==> config.mk <==
export PLATFORM = sky130hd
export DESIGN_NAME = alu_scheduler
export DESIGN_NICKNAME = d
export VERILOG_FILES = /design/src/rtl/alu_scheduler.sv
export SDC_FILE = /design/constraint.sdc
export NUM_CORES = 1
export LEC_CHECK = 0
export CORE_ASPECT_RATIO = 0.9
export CORE_MARGIN = 2
export CORE_UTILIZATION = 57
export CTS_CLUSTER_SIZE = 25
export DETAILED_ROUTE_END_ITERATION = 8
export GPL_TIMING_DRIVEN = 0
export PLACE_DENSITY = 0.83
export SETUP_SLACK_MARGIN = 0.02
export SLEW_MARGIN = 20
export SYNTH_ARGS = -nofsm -noshare
export SYNTH_HDL_FRONTEND = slang
export SYNTH_SLANG_ARGS = --single-unit
==> constraint.sdc <==
create_clock -name clk -period 5.8 [get_ports clk]
set_clock_uncertainty 0.1 [all_clocks]
set_input_delay 0.58 -clock clk [delete_from_list [all_inputs] [get_ports clk]]
set_output_delay 0.58 -clock clk [all_outputs]
set_load 0.005 [all_outputs]
==> src/rtl/alu_scheduler.sv <==
// Two-requester ALU front end: round-robin grant, one operation in flight,
// single-cycle ALU ops and an 8-cycle restoring divider, held response.
module alu_scheduler #(
    parameter logic [7:0] DZ_VALUE = 8'hFF
) (
    input  logic       clk,
    input  logic       reset,
    input  logic       req0_valid,
    input  logic [2:0] req0_op,
    input  logic [7:0] req0_a,
    input  logic [7:0] req0_b,
    output logic       req0_ready,
    input  logic       req1_valid,
    input  logic [2:0] req1_op,
    input  logic [7:0] req1_a,
    input  logic [7:0] req1_b,
    output logic       req1_ready,
    output logic       resp_valid,
    output logic       resp_id,
    output logic [7:0] resp_result,
    output logic       resp_err,
    input  logic       resp_ready,
    output logic       busy
);

    typedef enum logic [1:0] {IDLE, DIV, RESP} state_t;

    state_t     state;
    logic       last_grant;
    logic       grant_id;
    logic       accept;
    logic [2:0] sel_op;
    logic [7:0] sel_a;
    logic [7:0] sel_b;
    logic [7:0] dvd;
    logic [7:0] dvs;
    logic [7:0] rem;
    logic [6:0] quot;
    logic [2:0] cnt;
    logic [8:0] trial;
    logic [8:0] diff;
    logic       q_bit;

    function automatic logic [7:0] alu_result(input logic [2:0] op,
                                              input logic [7:0] a,
                                              input logic [7:0] b);
        logic [7:0] d;
        d = a - b;
        case (op)
            3'b000:  alu_result = a + b;
            3'b001:  alu_result = d;
            3'b010:  alu_result = a * b;
            3'b100:  alu_result = (d == 8'h00) ? 8'h00 : (d[7] ? 8'h01 : 8'h02);
            default: alu_result = 8'h00;
        endcase
    endfunction

    function automatic logic is_err(input logic [2:0] op, input logic [7:0] b);
        is_err = (op > 3'd4) || ((op == 3'd3) && (b == 8'h00));
    endfunction

    always_comb begin
        grant_id = 1'b0;
        if (req0_valid && req1_valid)
            grant_id = ~last_grant;
        else if (req1_valid)
            grant_id = 1'b1;
    end

    assign accept     = (state == IDLE) && (req0_valid || req1_valid);
    assign req0_ready = accept && !grant_id;
    assign req1_ready = accept && grant_id;
    assign sel_op     = grant_id ? req1_op : req0_op;
    assign sel_a      = grant_id ? req1_a  : req0_a;
    assign sel_b      = grant_id ? req1_b  : req0_b;
    assign busy       = (state != IDLE);

    // Restoring step: bring in the next dividend bit, subtract if it fits.
    assign trial = {rem, dvd[7]};
    assign diff  = trial - {1'b0, dvs};
    assign q_bit = ~diff[8];

    always_ff @(posedge clk or negedge reset) begin
        if (!reset) begin
            state       <= IDLE;
            last_grant  <= 1'b1;
            resp_valid  <= 1'b0;
            resp_id     <= 1'b0;
            resp_result <= 8'h00;
            resp_err    <= 1'b0;
            dvd         <= 8'h00;
            dvs         <= 8'h00;
            rem         <= 8'h00;
            quot        <= 7'h00;
            cnt         <= 3'd0;
        end else begin
            case (state)
                IDLE: begin
                    if (accept) begin
                        last_grant <= grant_id;
                        resp_id    <= grant_id;
                        if (sel_op == 3'b011 && sel_b != 8'h00) begin
                            state <= DIV;
                            dvd   <= sel_a;
                            dvs   <= sel_b;
                            rem   <= 8'h00;
                            quot  <= 7'h00;
                            cnt   <= 3'd0;
                        end else begin
                            state       <= RESP;
                            resp_valid  <= 1'b1;
                            resp_result <= (sel_op == 3'b011) ? DZ_VALUE
                                                              : alu_result(sel_op, sel_a, sel_b);
                            resp_err    <= is_err(sel_op, sel_b);
                        end
                    end
                end
                DIV: begin
                    rem  <= q_bit ? diff[7:0] : trial[7:0];
                    quot <= {quot[5:0], q_bit};
                    dvd  <= {dvd[6:0], 1'b0};
                    cnt  <= cnt + 3'd1;
                    if (cnt == 3'd7) begin
                        state       <= RESP;
                        resp_valid  <= 1'b1;
                        resp_result <= {quot, q_bit};
                        resp_err    <= 1'b0;
                    end
                end
                RESP: begin
                    if (resp_ready) begin
                        state      <= IDLE;
                        resp_valid <= 1'b0;
                    end
                end
                default: state <= IDLE;
            endcase
        end
    end

endmodule
==> run summary <==
======================================================================================
Outcome                                                                      completed
Count of fill cells added during filler insertion                                  648
Critical path endpoint category                                               register
Relative slew slack                                                             46.94%
Number of hold-repair buffers added at the cts stage                                 0
Post-layout minimum cycle time                                                5.363 ns
Top post-synthesis cells by area                                          dfrtp_1 25%, ha_1 11%, nand2_1 7.9%
Post-Synthesis Cells                                                               561
Switching power summed over all nets                                          1.103 mW
Initial Utilization                                                             58.11%
Via count                                                                        4,292
Portion of total power attributed to the clock network                           12.0%
Final Total Pwr                                                               2.484 mW
Proportion of synthesized flip-flops having asynchronous set or reset           100.0%
Antenna violations before repair                                                     0
Ports                                                                               57
Via count of the first global-routing pass                                       4,161
Detailed Route Iter0 Violations                                                    246
Area added between synthesis and finish                                         19.28%
Total setup violations reported at the end of the flow                               0
H-tree depth reported by CTS                                                         2
Period utilization                                                              92.46%
Count of buffers inserted at the top-level ports                                    56
Path class of the lowest-slack min-delay path                              in -> async
Post-synthesis cell type count                                                      64
Diode insertion count for antenna repair                                             0
Number of buffers added by the clock tree synthesis step                             5
Site Rows                                                                           31
Layout net count                                                                   724
Library cell used as clock root buffer                                        clkbuf_8
Routed via count divided by cell count                                           5.912
Detailed Routing Iterations Pass 1                                                   5
Leak pwr                                                                      2.497 nW
Horizontal die dimension                                                      98.91 um
Avg WL per Cell                                                               17.35 um
Category of the most critical setup path                                    reg -> reg
Fraction of the yosys area taken by sequential cells                            26.02%
Number of enable flip-flop cells after synthesis                                     0
Clk sinks                                                                           48
Number of hold violations in the final report                                        0
Drt drc                                                                              0
Total count of max-transition violations in the final report                         0
Detailed Place HPWL                                                          10,020 um
Mean instance size in the synthesized netlist                              8.237 sq um
Worst r2r path cells                                                                22
Cell taking the most area after synthesis                                      dfrtp_1
Die height                                                                    89.42 um
Unrepaired setup endpoints after global routing                                  false
Weighted congestion reported at the end of routability-driven placement         0.9830
Core Area                                                                   7951 sq um
CTS tree                                                                          done
Total global-route track usage                                                  29.26%
Setup slack of the critical path after layout                                0.4372 ns
Critical path data required time                                               5.93 ns
Total length of routed wires                                                 12,600 um
Number of violations of the max-capacitance limit                                    0
Power share of the sequential group                                              23.8%
Number of warnings printed during yosys synthesis                                    0
IR drop worst, VDD                                                           0.2168 mV
Share of power burned in combinational logic                                     64.2%
Clk Latency, worst-skew pair                                                   0.31 ns
Clock-pin slew on the worst setup and hold paths                               0.10 ns
Post-layout utilization of the core                                             69.32%
Net switching fraction of the power                                             44.40%
Most instantiated flip-flop cell in the synthesis netlist                      dfrtp_1
Maximum number of pins on one net before global-route repair                        26
Die area                                                                    8844 sq um
Antenna-violating nets left                                                          0
Max frequency                                                                186.5 MHz
Pwr Density                                                               450.6 nW/um^2
Crit path launch type                                                         register
Number of storage elements in the synthesis netlist                                 48
Share of layout cells above drive strength 1                                    7.496%
Share of the synthesized area in the top cell type                              25.45%
Worst slack at placement                                                    -0.6927 ns
Cell Int Power                                                                1.381 mW
Total congestion overflow after global routing                                       0
Slew of the pin with the lowest slew margin                                  0.7919 ns
Post-Syn Nets                                                                      659
Data arrival, critical path                                                    5.50 ns
First-pass GRT wire length                                                   20,380 um
Cell Area, Synth                                                            4621 sq um
Maximum fanout count along the critical path                                        19
Maximum clock insertion buffer count                                                 2
======================================================================================
[power groups by stage]
| stage | registers, mW | logic (mW) | clock network [mW] |
|---|---|---|---|
| final | 0.592 | 1.59 | 0.299 |
| after global routing | 0.608 | 1.76 | 0.313 |
| after CTS | 0.588 | 1.56 | 0.299 |
| after detailed placement | 0.594 | 1.55 | 0 |
| after global placement | 0.585 | 1.50 | 0 |
| after floorplan | 0.572 | 1.11 | 0 |
[registers in the layout (all words and copies together), names as in the netlist]
| register | flops |
|---|---|
| cnt | 3 |
| dvd | 8 |
| dvs | 8 |
| last_grant | 1 |
| quot | 7 |
| rem | 8 |
| resp_err | 1 |
| resp_id | 1 |
| resp_result | 8 |
| resp_valid | 1 |
| state | 2 |
[final timing paths]
kind,start,to,slack [ns]
setup / recovery,last_grant$_DFFE_PN1P_,resp_result[7]$_DFFE_PN0P_,0.44
hold / removal,reset,resp_result[3]$_DFFE_PN0P_,0.16
setup reg to reg,last_grant$_DFFE_PN1P_,resp_result[7]$_DFFE_PN0P_,0.44
hold reg to reg,dvd[3]$_DFFE_PN0P_,dvd[4]$_DFFE_PN0P_,0.39
max in group asynchronous,reset,rem[1]$_DFFE_PN0P_,4.89
min in group clk,dvd[3]$_DFFE_PN0P_,dvd[4]$_DFFE_PN0P_,0.39
[through the flow]
stage,std cells,setup TNS (ns),hold WS (ns),cell area [sq um]
floorplan,561,0,0.1844,4621
global placement,716,-1.195,0.3535,5305
detailed placement,717,-1.236,0.3623,5328
CTS,726,0,0.1800,5488
global route,726,0,0.2076,5512
finish,726,0,0.1646,5512
[Yosys cell counts, types with 2 or more instances]
| cell type | instances |
|---|---|
| nand2_1 | 97 |
| inv_1 | 59 |
| nor2_1 | 48 |
| dfrtp_1 | 47 |
| ha_1 | 40 |
| o21ai_0 | 37 |
| xnor2_1 | 32 |
| a21oi_1 | 28 |
| mux2i_1 | 18 |
| fa_1 | 15 |
| clkbuf_1 | 10 |
| a31oi_1 | 9 |
| and2_1 | 7 |
| nor2b_1 | 7 |
| o22ai_1 | 7 |
| nand3_1 | 6 |
| nor3_1 | 6 |
| a22o_1 | 5 |
| buf_2 | 5 |
| nand2b_1 | 5 |
| nor4_1 | 5 |
| o31ai_1 | 5 |
| a211oi_1 | 4 |
| a21o_1 | 4 |
| o21ai_1 | 4 |
| mux2_2 | 3 |
| nand3b_1 | 3 |
| nor2_2 | 3 |
| xor2_1 | 3 |
| a22oi_1 | 2 |
| mux2i_2 | 2 |
| o21a_1 | 2 |
| o2bb2ai_1 | 2 |
[kinds of logic (layout without fill, tap and decap cells)]
family	after synthesis	after routing	share of synthesized area, %
AND/OR/NAND/NOR	192	192	18.31
AO/OA/AOI/OAI	128	128	18.31
buffers and inverters	77	143	6.986
adder cells (fa/ha/maj)	55	55	17.33
flip-flops	48	48	26.02
XOR/XNOR	37	37	7.339
multiplexers	24	24	5.713
[metal layers]
layer,global-route usage [%],share of wire (%),vias to the layer above
li1,-,-,2022
met1,39.81,46,2075
met2,47.60,45,169
met3,5.317,7.0,26
met4,9.963,2.3,0
met5,0,0,-
[worst max-delay path, cell delays in order (launching register included)]
cell     delay, ns
dfstp_2       0.59
a21bo_1       0.14
buf_6         0.16
buf_12        0.19
nand2_1       0.06
and2_1        0.22
inv_1         0.12
ha_1          0.20
inv_1         0.07
fa_1          0.51
inv_1         0.04
ha_1          0.29
fa_1          0.57
inv_1         0.06
fa_1          0.53
inv_1         0.05
ha_1          0.32
a21oi_2       0.21
xnor2_1       0.15
xnor2_1       0.17
nand3_1       0.10
mux2_2        0.28
a21oi_1       0.12
[what timing repair did]
action / CTS / global route
gates cloned: 0 / 0
setup endpoints to repair: 2 / 1
pin swaps: 0 / 1
resized for setup: 3 / 12
setup buffers: 2 / 0
[final cells by class]
class                      count  area [sq um]  area share (%)
tap                           99         123.9           2.247
inverter                      59         221.5           4.018
multi-input combinational    436          3123           56.66
buffer                        17         100.1           1.816
timing repair buffer          59         603.1           10.94
clock inverter                 3         68.82           1.249
clock buffer                   5         68.82           1.249
sequential                    48          1202           21.82
[placed cells by master (no fill, tap or decap), drive strengths merged, types with 6 or more instances in the layout]
master and n:
dfrtp 47, o22ai 7, nor2b 7, nand2 97, clkdlybuf4s50 53, xnor2 33
mux2i 21, nor3 7, a21oi 29, ha 40, clkbuf 14, inv 60
o21ai 42, fa 15, nand3 6, buf 12, and2 7, a31oi 9
nor2 52
(Power assumes the default switching activity.)
